===== src/rtl/core_busif_pkg.sv =====
// Shared definitions for the core bus interface: FSM encoding and default timeout.
package core_busif_pkg;

  typedef enum logic [1:0] {
    StIdle  = 2'd0,
    StFetch = 2'd1,
    StData  = 2'd2
  } busif_state_e;

  localparam int unsigned DefaultTimeout = 255;

endpackage


===== src/rtl/core_busif.sv =====
// Core-to-memory bus interface: arbitrates instruction fetch and load/store onto one
// request/ready bus, with data priority, wait counting and a sticky timeout flag.
module core_busif
  import core_busif_pkg::*;
#(
  parameter int unsigned TIMEOUT = DefaultTimeout
) (
  input  logic        clock,
  input  logic        reset,
  input  logic [31:0] inst_addr,
  output logic [31:0] inst_in,
  input  logic [31:0] data_addr,
  input  logic [31:0] data_out,
  input  logic [3:0]  data_w,
  input  logic        data_access,
  output logic [31:0] data_in,
  output logic        stall,
  output logic        mwait,
  output logic [31:0] mem_addr,
  output logic [31:0] mem_wdata,
  output logic [3:0]  mem_be,
  output logic        mem_we,
  output logic        mem_req,
  input  logic [31:0] mem_rdata,
  input  logic        mem_ready,
  output logic        bus_err
);

  localparam int unsigned CntW = $clog2(TIMEOUT + 1);

  busif_state_e  state_q, state_d;
  logic [CntW-1:0] cnt_q, cnt_d;
  logic          pend_q, pend_d;
  logic          bus_err_q, bus_err_d;
  logic [29:0]   addr_q, addr_d;
  logic [31:0]   wdata_q, wdata_d;
  logic [3:0]    be_q, be_d;
  logic [31:0]   inst_q, inst_d;
  logic [31:0]   din_q, din_d;

  logic        in_idle, in_fetch, in_data;
  logic        waiting, timeout, complete;
  logic        pend_set, data_done;
  logic [31:0] rdata;

  // Byte offsets never reach the bus; addresses are always word-aligned.
  logic unused_addr_bits;
  assign unused_addr_bits = ^{inst_addr[1:0], data_addr[1:0]};

  always_comb begin
    in_idle   = (state_q == StIdle);
    in_fetch  = (state_q == StFetch);
    in_data   = (state_q == StData);
    waiting   = ~in_idle & ~mem_ready;
    timeout   = waiting & (cnt_q == CntW'(TIMEOUT - 1));
    complete  = ~in_idle & (mem_ready | timeout);
    rdata     = mem_ready ? mem_rdata : 32'h0;
    // The IDLE cycle takes no requests so mwait stays low there.
    pend_set  = data_access & ~pend_q & ~in_idle;
    data_done = in_data & complete;
  end

  always_comb begin
    pend_d    = data_done ? 1'b0 : (pend_q | pend_set);
    addr_d    = pend_set ? data_addr[31:2] : addr_q;
    wdata_d   = pend_set ? data_out : wdata_q;
    be_d      = pend_set ? data_w : be_q;
    inst_d    = (in_fetch & complete) ? rdata : inst_q;
    din_d     = data_done ? rdata : din_q;
    bus_err_d = bus_err_q | timeout;
    if (complete) begin
      cnt_d = '0;
    end else if (waiting) begin
      cnt_d = cnt_q + 1'b1;
    end else begin
      cnt_d = cnt_q;
    end
  end

  always_comb begin
    state_d = state_q;
    unique case (state_q)
      StIdle:         state_d = StFetch;
      StFetch, StData: begin
        if (complete) begin
          state_d = pend_d ? StData : StFetch;
        end
      end
      default:        state_d = StIdle;
    endcase
  end

  always_ff @(posedge clock or posedge reset) begin
    if (reset) begin
      state_q <= StIdle;
    end else begin
      state_q <= state_d;
    end
  end

  always_ff @(posedge clock or posedge reset) begin
    if (reset) begin
      cnt_q     <= '0;
      pend_q    <= 1'b0;
      bus_err_q <= 1'b0;
      addr_q    <= '0;
      wdata_q   <= '0;
      be_q      <= '0;
      inst_q    <= '0;
      din_q     <= '0;
    end else begin
      cnt_q     <= cnt_d;
      pend_q    <= pend_d;
      bus_err_q <= bus_err_d;
      addr_q    <= addr_d;
      wdata_q   <= wdata_d;
      be_q      <= be_d;
      inst_q    <= inst_d;
      din_q     <= din_d;
    end
  end

  always_comb begin
    mem_req   = ~in_idle;
    mem_addr  = in_data ? {addr_q, 2'b00} : {inst_addr[31:2], 2'b00};
    mem_wdata = wdata_q;
    mem_be    = in_data ? be_q : 4'b0000;
    mem_we    = in_data & (|be_q);
    inst_in   = inst_d;
    data_in   = din_d;
    stall     = in_idle | (waiting & ~timeout) | (pend_q & ~data_done);
    mwait     = pend_set | (pend_q & ~data_done);
    bus_err   = bus_err_q;
  end

endmodule


===== config.mk =====
export PLATFORM = sky130hd
export DESIGN_NAME = core_busif
export DESIGN_NICKNAME = d
export VERILOG_FILES = /design/src/rtl/core_busif_pkg.sv /design/src/rtl/core_busif.sv
export SDC_FILE = /design/constraint.sdc
export NUM_CORES = 1
export LEC_CHECK = 0
export ABC_AREA = 1
export BUFFER_PORTS_ARGS = -buffer_cell sky130_fd_sc_hd__buf_2
export CORE_MARGIN = 1.5
export CORE_UTILIZATION = 39
export DETAILED_ROUTE_END_ITERATION = 6
export HOLD_SLACK_MARGIN = 0.08
export PLACE_DENSITY = 0.65
export SLEW_MARGIN = 10
export SYNTH_ARGS = -nofsm -noshare
export SYNTH_HDL_FRONTEND = slang
export SYNTH_SLANG_ARGS = --single-unit

===== constraint.sdc =====
create_clock -name clock -period 11.2 [get_ports clock]
set_clock_uncertainty 0.1 [all_clocks]
set_input_delay 2.24 -clock clock [delete_from_list [all_inputs] [get_ports clock]]
set_output_delay 2.24 -clock clock [all_outputs]
set_load 0.01 [all_outputs]

==> out/results.txt, run 1 <==
The run finished with clean final reports. The all-layer global routing usage was 17.8%; the routability-driven placement congestion ratio was 0.713. The critical path is of the in2out type. The HPWL after detailed placement is 10900 um.

The initial antenna violation count was 1. The tools report the max-cap violation count as 0. The library cell used most frequently in the layout, excluding fill and tap cells, is buf_2. STA classifies the critical path endpoint as a primary output. The logs give 0 for the count of final max-slew check failures and 126 uV for the peak supply drop.

The type of the tightest min-delay check was reg2reg. The capturing point of the worst reg2reg path was addr_q[10]. For the final number of hold-violating endpoints, the log shows 0. The run gives 0 as the number of antenna repair diodes. The synthesized flop and latch total came out at 142. The portion of synthesized cell area occupied by the leading cell type works out to 56.6%.

At the pin with the least slew margin, the transition time is 1.05 ns. In this run the tool buffered the top-level ports with 266 buffer cells. The logs give 149 MHz for the fmax and 29.9% for the headroom to the max-slew limit.

Once the clock tree was built, the resizer swapped 0 gates to a different size. After floorplanning, the core was sized to cover 15800 um^2. Ranked by total cell area, the synthesized netlist is headed by dfrtp_1 57%, nand2_1 11%, mux2_2 8.6%. The detail route stage leaves a number of antenna-violating nets equal to 0. At the end of the flow, the number of nets in the layout was 976. The average cell area after synthesis was 10.9 um^2. For this run, design rule violations remaining after detail routing come to 0.

The overall die width is 130 um. The tree built by TritonCTS fans out to 142 sinks. The cell sitting at the root of the clock tree is a clkbuf_16. For hold timing, the worst endpoint is inst_q[31]. The boundary pin count came out at 273.

The worst hold path passes through 2 cells. After layout, the worst path uses 60.0% of the clock period. After detailed routing, the number of vias per cell comes to 4.51. The wire length per cell after detailed routing came out at 14.4 um. The worst hold path begins at inst_q[31]. Data on the critical path is required at its endpoint by 8.86 ns. Row generation in the floorplan step produced 46 rows. Along the worst path, the maximum fanout reaches 44.

The total power per unit cell area is 277 nW/um^2, and the area overhead of the layout relative to synthesis is 31.7%. Post-route worst hold slack: 0.368 ns. The top cell types in the final layout, fill and taps aside, are 266 x buf_2, 179 x nand2_1, 142 x dfrtp_1. The worst path in the final design needs a cycle of 6.72 ns, including I/O delays and setup. The dominant register cell in the synthesized netlist was dfrtp_1.

The worst setup path is launched from a primary input. The run gives 15300 um as the routed wire length. Area of the mapped netlist: 6270 um^2. The launch point of the worst reg-to-reg path is state_q[0]. The tools report the total congestion overflow after global routing as 0. The floorplan step set the die height to 130 um. The post-synthesis async set-or-reset flop share was 100%.

Setup violations remaining at the end of the flow were counted as 0. The run gives 4552 as the via count of the first global-routing pass. In this run, CTS created clock tree buffers numbering 17. After routing, the total negative slack on setup checks comes to 0 ns. After clock tree synthesis, the clock-pin slew on the worst setup and hold paths is 0.06 ns.

Setup repair after global routing left no endpoint under its margin. The setup check on the worst reg-to-reg path leaves a slack of 8.61 ns. The worst-case reg-to-reg path depth is 5, and the H-tree depth reported by CTS is 4. Synthesis instantiated 31 different standard cells from the library. The run gives 4792 as the number of vias after detailed routing.

The number of detailed-route iterations in the first pass is 4, and the number of buffers added for setup after CTS is 0. The Yosys step of the flow raised 0 warnings. dfrtp_1 takes more of the synthesized area than any other cell. In this run the deepest clock path goes through 2 buffers. The quantity of hold-fixing buffers added after cts was 0; the gate count of the mapped netlist was 578.

For this block, the initial DRC count from the detailed router was 188. The logs give 39.8% for the starting utilization of the core area and 23100 um for the wire length of the first global-routing pass. For the worst-skew pair, the clock arrives at the later sink with an insertion delay of 0.41 ns. The reported leakage power came out at 4.41 nW. The tools report the share of the yosys chip area belonging to registers as 56.6%. The die area came out at 16900 um^2.

The count of flip-flops with a built-in enable after synthesis was 0; the data arrival time of the critical path was 4.38 ns. TritonCTS built the clock tree. Cells with a size suffix above 1 make up 50.9% of the layout. The pin count of the biggest net entering global routing was 82.
## report_power, final
part           switching [mW]  total, mW  internal (mW)
Sequential             0.0992      0.848          0.749
Clock                   0.221      0.564          0.342
Combinational           0.489      0.878          0.389
Total                   0.809       2.29           1.48
## worst max path at each step
stage | from | to | slack (ns) | cells after the start
after floorplan | reset | addr_q[0] | 5.05 | 1
after global placement | mem_ready | data_in[2] | 4.47 | 7
after detailed placement | mem_ready | data_in[2] | 4.45 | 7
after CTS | mem_ready | data_in[2] | 4.46 | 7
after global routing | mem_ready | data_in[2] | 4.28 | 7
final | mem_ready | data_in[2] | 4.48 | 7
## cell type report
type	count	area, um^2
multi-input combinational	383	2400
timing repair buffer	269	1350
sequential	142	3550
tap	216	270
clock buffer	21	460
fill	1536	7510
clock inverter	11	131
inverter	21	88.8
## synth_stat cells (all sizes together) (2+ instances only)
| cell | number |
|---|---|
| mux2 | 66 |
| buf | 21 |
| o21ai | 68 |
| dfrtp | 142 |
| inv | 21 |
| ha | 6 |
| clkbuf | 12 |
| nand2 | 213 |
| xor2 | 4 |
| nand3 | 5 |
| nand4 | 2 |
| nor2 | 12 |
## logic make-up after synthesis
family | share of synthesized area, %
fa+ha+maj | 1.20
other cells | 0.0598
buf+inv | 5.23
compound gates | 7.60
simple gates | 16.3
mux | 12.4
flops | 56.6
xor+xnor | 0.558
## state kept, by name, summed over array words and instances, names as in the netlist
register   flops
addr_q        30
state_q        2
bus_err        1
be_q           4
cnt_q          8
inst_q        32
mem_wdata     32
pend_q         1
din_q         32
## layer usage
metal | vias to the layer above | part of all wire, % | routed length [um] | track usage, %
met5 | - | 0.085 | 13 | 0
met4 | 2 | 1.0 | 161 | 6.27
met3 | 16 | 8.7 | 1330 | 5.90
met2 | 177 | 47 | 7170 | 28.9
met1 | 2213 | 43 | 6660 | 22.3
li1 | 2384 | - | - | -
## worst max-delay path: stages
cell     delay [ns]
buf_2          0.54
nor2_2         0.11
nand2_4        0.15
nand3_2        0.40
buf_4          0.45
o21ai_0        0.28
buf_2          0.18
## per-stage QoR
step	setup WS (ns)	total power, mW	util [%]	instances	area [um^2]
6_report	4.48	2.29	52.4	1063	8260
5_1_grt	4.28	2.45	52.4	1063	8260
4_1_cts	4.46	2.32	52.4	1063	8260
3_5_place_dp	4.45	1.75	48.6	1031	7670
3_3_place_gp	4.47	1.73	48.6	1031	7670
2_1_floorplan	5.05	1.44	-	579	6280
Note: power is estimated with default switching activity, not from simulation.
==> run 2: changes to the inputs <==
--- a/config.mk
+++ b/config.mk
@@ -11,7 +11,7 @@
 export CORE_UTILIZATION = 39
 export DETAILED_ROUTE_END_ITERATION = 6
 export HOLD_SLACK_MARGIN = 0.08
-export PLACE_DENSITY = 0.65
+export PLACE_DENSITY = 0.67
 export SLEW_MARGIN = 10
 export SYNTH_ARGS = -nofsm -noshare
 export SYNTH_HDL_FRONTEND = slang
==> constraint.sdc (replaced) <==
create_clock -name clock -period 6.1 [get_ports clock]
set_clock_uncertainty 0.1 [all_clocks]
set_input_delay 1.22 -clock clock [delete_from_list [all_inputs] [get_ports clock]]
set_output_delay 1.22 -clock clock [all_outputs]
set_load 0.01 [all_outputs]
==> out/results.txt, run 2 (synthesis results as in run 1) <==
For the all-layer global routing usage, the log shows 18.1% (+0.28 points). Global routing usage on met3: 6.85% (+0.94 points). The final number of hold-violating endpoints came out at 0 (unchanged). Total number of placement rows: 46 (unchanged). The type of the tightest min-delay check is reg2reg.

For the finished layout, the period the worst path requires is 4.29 ns. The worst-case clock buffer depth is 2 (unchanged), and the headroom to the max-slew limit is 31.5% (+1.6 points). The startpoint type of the worst setup path is a primary input. Number of port buffers: 266 (unchanged). The H-tree depth reported by CTS is 4 (unchanged). TritonCTS built the clock tree.

The wire length of the first global-routing pass was 23300 um (+0.96%). Wire length per cell after detailed routing: 14.4 um (about the same). The register clock-pin slew on the reported worst setup and hold paths is 0.06 ns (about the same), and the fill cell total of the finished layout is 1480 (-3.6%).

The die area was 16900 um^2 (unchanged). The logs give 4.21 mW (+84%) for the overall power of the completed layout and 4 (unchanged) for the number of detailed-route iterations in the first pass. The count of final max-slew check failures came out at 0 (unchanged). The endpoint type of the worst setup path is a primary output.

The worst-case setup slack after placement is 1.75 ns (-2.70 ns). The total congestion overflow after global routing was 0 (unchanged). For this run, the top clock speed supported by timing is 233 MHz. The tools report the final net count as 979 (+0.31%). The count of clock tree sinks was 142 (unchanged); the fraction of final layout cells with drive strength greater than 1 was 51.2% (+0.29 points). For the share of power burned in combinational logic, the log shows 38.3% (about the same). The run finished with clean final reports. The internal power component is 2.72 mW (+83%), and the routing usage on met2 is 30.8% (+1.9 points).

The final HPWL from detailed placement was 10800 um (-1.4%). The run gives 4.43 nW (+0.35%) as the reported leakage power. The overall die width is 130 um (unchanged), and the vertical extent of the die is 130 um (unchanged).

The total power per unit cell area came out at 508 nW/um^2 (+83%). The post-route worst hold slack came out at 0.371 ns (+0.00323 ns). Setup repair after global routing left no endpoint under its margin. The setup TNS was 0 ns (unchanged); the via count of the first global-routing pass was 4568 (+0.35%). The logs give 236 uV (+87%) for the peak supply drop and 0 (unchanged) for the final setup violation count. The transition time at the pin with the least slew margin is 1.03 ns (-0.0234 ns), and the number of buffers added for setup after CTS is 0 (unchanged). The number of antenna repair diodes is 0 (unchanged), and the relative contribution of the clock network to total power is 24.6% (about the same).

The run gives 0 (unchanged) as the count of unresolved DRC violations after routing. The run gives 39.8% (unchanged) as the starting utilization of the core area. The tools report the boundary pin count as 273 (unchanged). Switching share of power: 35.5% (+0.14 points). The highest net fanout along the worst path came out at 36 (-18%). The layer carrying the most global-route usage is met2. The tools report the number of vias after detailed routing as 4821 (+0.61%). The tools report the met1 track demand over resource in global routing as 20.9% (-1.4 points). The data arrival time of the critical path was 2.97 ns (-1.41 ns). Dividing the final minimum period by the clock period gives 70.3%.

The slack of the critical path is 1.81 ns (-2.67 ns), and the switching power of the nets is 1.49 mW (+85%). The clock insertion delay at the later pin of the skew report came out at 0.41 ns (about the same). The run gives 37.1% (about the same) as the part of the total power dissipated in sequential elements.

The tools report the quantity of hold-fixing buffers added after cts as 0 (unchanged). The run gives 0 (unchanged) as the residual antenna-violating net count after detailed routing. The tools report the clock root buffer as clkbuf_16. Initial antenna violation count: 0 (-1). The run gives 15800 um^2 (unchanged) as the total core area. For the clock buffer count from CTS, the log shows 17 (unchanged). The library cell used most frequently in the layout, excluding fill and tap cells, is buf_2.

The tools report the max-cap violation count as 0 (unchanged). Routed wire length: 15400 um (+0.33%). The violation count after the first detailed-route iteration came out at 127 (-32%). The run gives 93 (+13%) as the pin count of the biggest net entering global routing.

The classification of the worst setup path was in2out. Data required time at the worst endpoint: 4.78 ns (-4.08 ns). The top cell types in the final layout, fill and taps aside, are 266 x buf_2, 179 x nand2_1, 142 x dfrtp_1. The tools report the post-cts sizing count as 0 (unchanged). For the final standard cell utilization of the core, the log shows 52.5% (+0.15 points). Number of vias per cell: 4.52 (+0.32%). The tools report the routability-driven placement congestion ratio as 0.751 (+5.3%). The area overhead of the layout relative to synthesis works out to 32.1%.
[run 2: changes by cell type in the layout (fill, tap and decap cells not counted), sizes merged]
cell / change
buf: +3
clkinv: +2
clkbuf: -1
inv: -1
[run 2: worst max-delay path, cell delays in order]
cell	delay, ns
buf_2	0.12
nor2_2	0.06
nand2_4	0.12
nand3_2	0.56
buf_4	0.48
o21ai_1	0.22
buf_2	0.17
[run 2: path summary, 6_finish.rpt]
path / startpoint / to / slack (ns) / depth (start not counted)
worst max-delay path: mem_ready / data_in[18] / 1.81 / 7
worst min-delay path: inst_q[31] / inst_q[31] / 0.37 / 2
worst max register to register: state_q[0] / din_q[18] / 3.51 / 8
worst min register to register: inst_q[31] / inst_q[31] / 0.37 / 2
max in group asynchronous: reset / mem_wdata[0] / 3.81 / 3
min in group asynchronous: reset / mem_wdata[19] / 0.86 / 2
[run 2: routing by layer]
metal	routed length (um)	share of wire (%)
met4	201	1.3
met5	0	0
met2	7400	48
met1	6390	42
met3	1400	9.1
[run 2: layout make-up]
class	count	area, um^2	area share [%]
inverters	21	88.8	1.07
well taps	216	270	3.26
flip-flops and latches	142	3550	42.9
multi-input cells	383	2400	29.0
repair buffers	272	1380	16.6
clock inverters	12	136	1.65
clock buffers	20	457	5.51
[run 2: power by group through the flow]
| stage | sequential (mW) | clock, mW | combinational [mW] |
|---|---|---|---|
| 2_1_floorplan | 1.60 | 0 | 1.04 |
| 3_3_place_gp | 1.55 | 0 | 1.62 |
| 3_5_place_dp | 1.58 | 0 | 1.64 |
| 4_1_cts | 1.56 | 1.07 | 1.65 |
| 5_1_grt | 1.61 | 1.10 | 1.79 |
| 6_report | 1.56 | 1.04 | 1.61 |
[run 2: stage by stage]
step,cells,instance area [um^2]
floorplan,579,6280
global placement,1034,7690
detailed placement,1034,7690
CTS,1066,8290
global route,1066,8290
finish,1066,8290
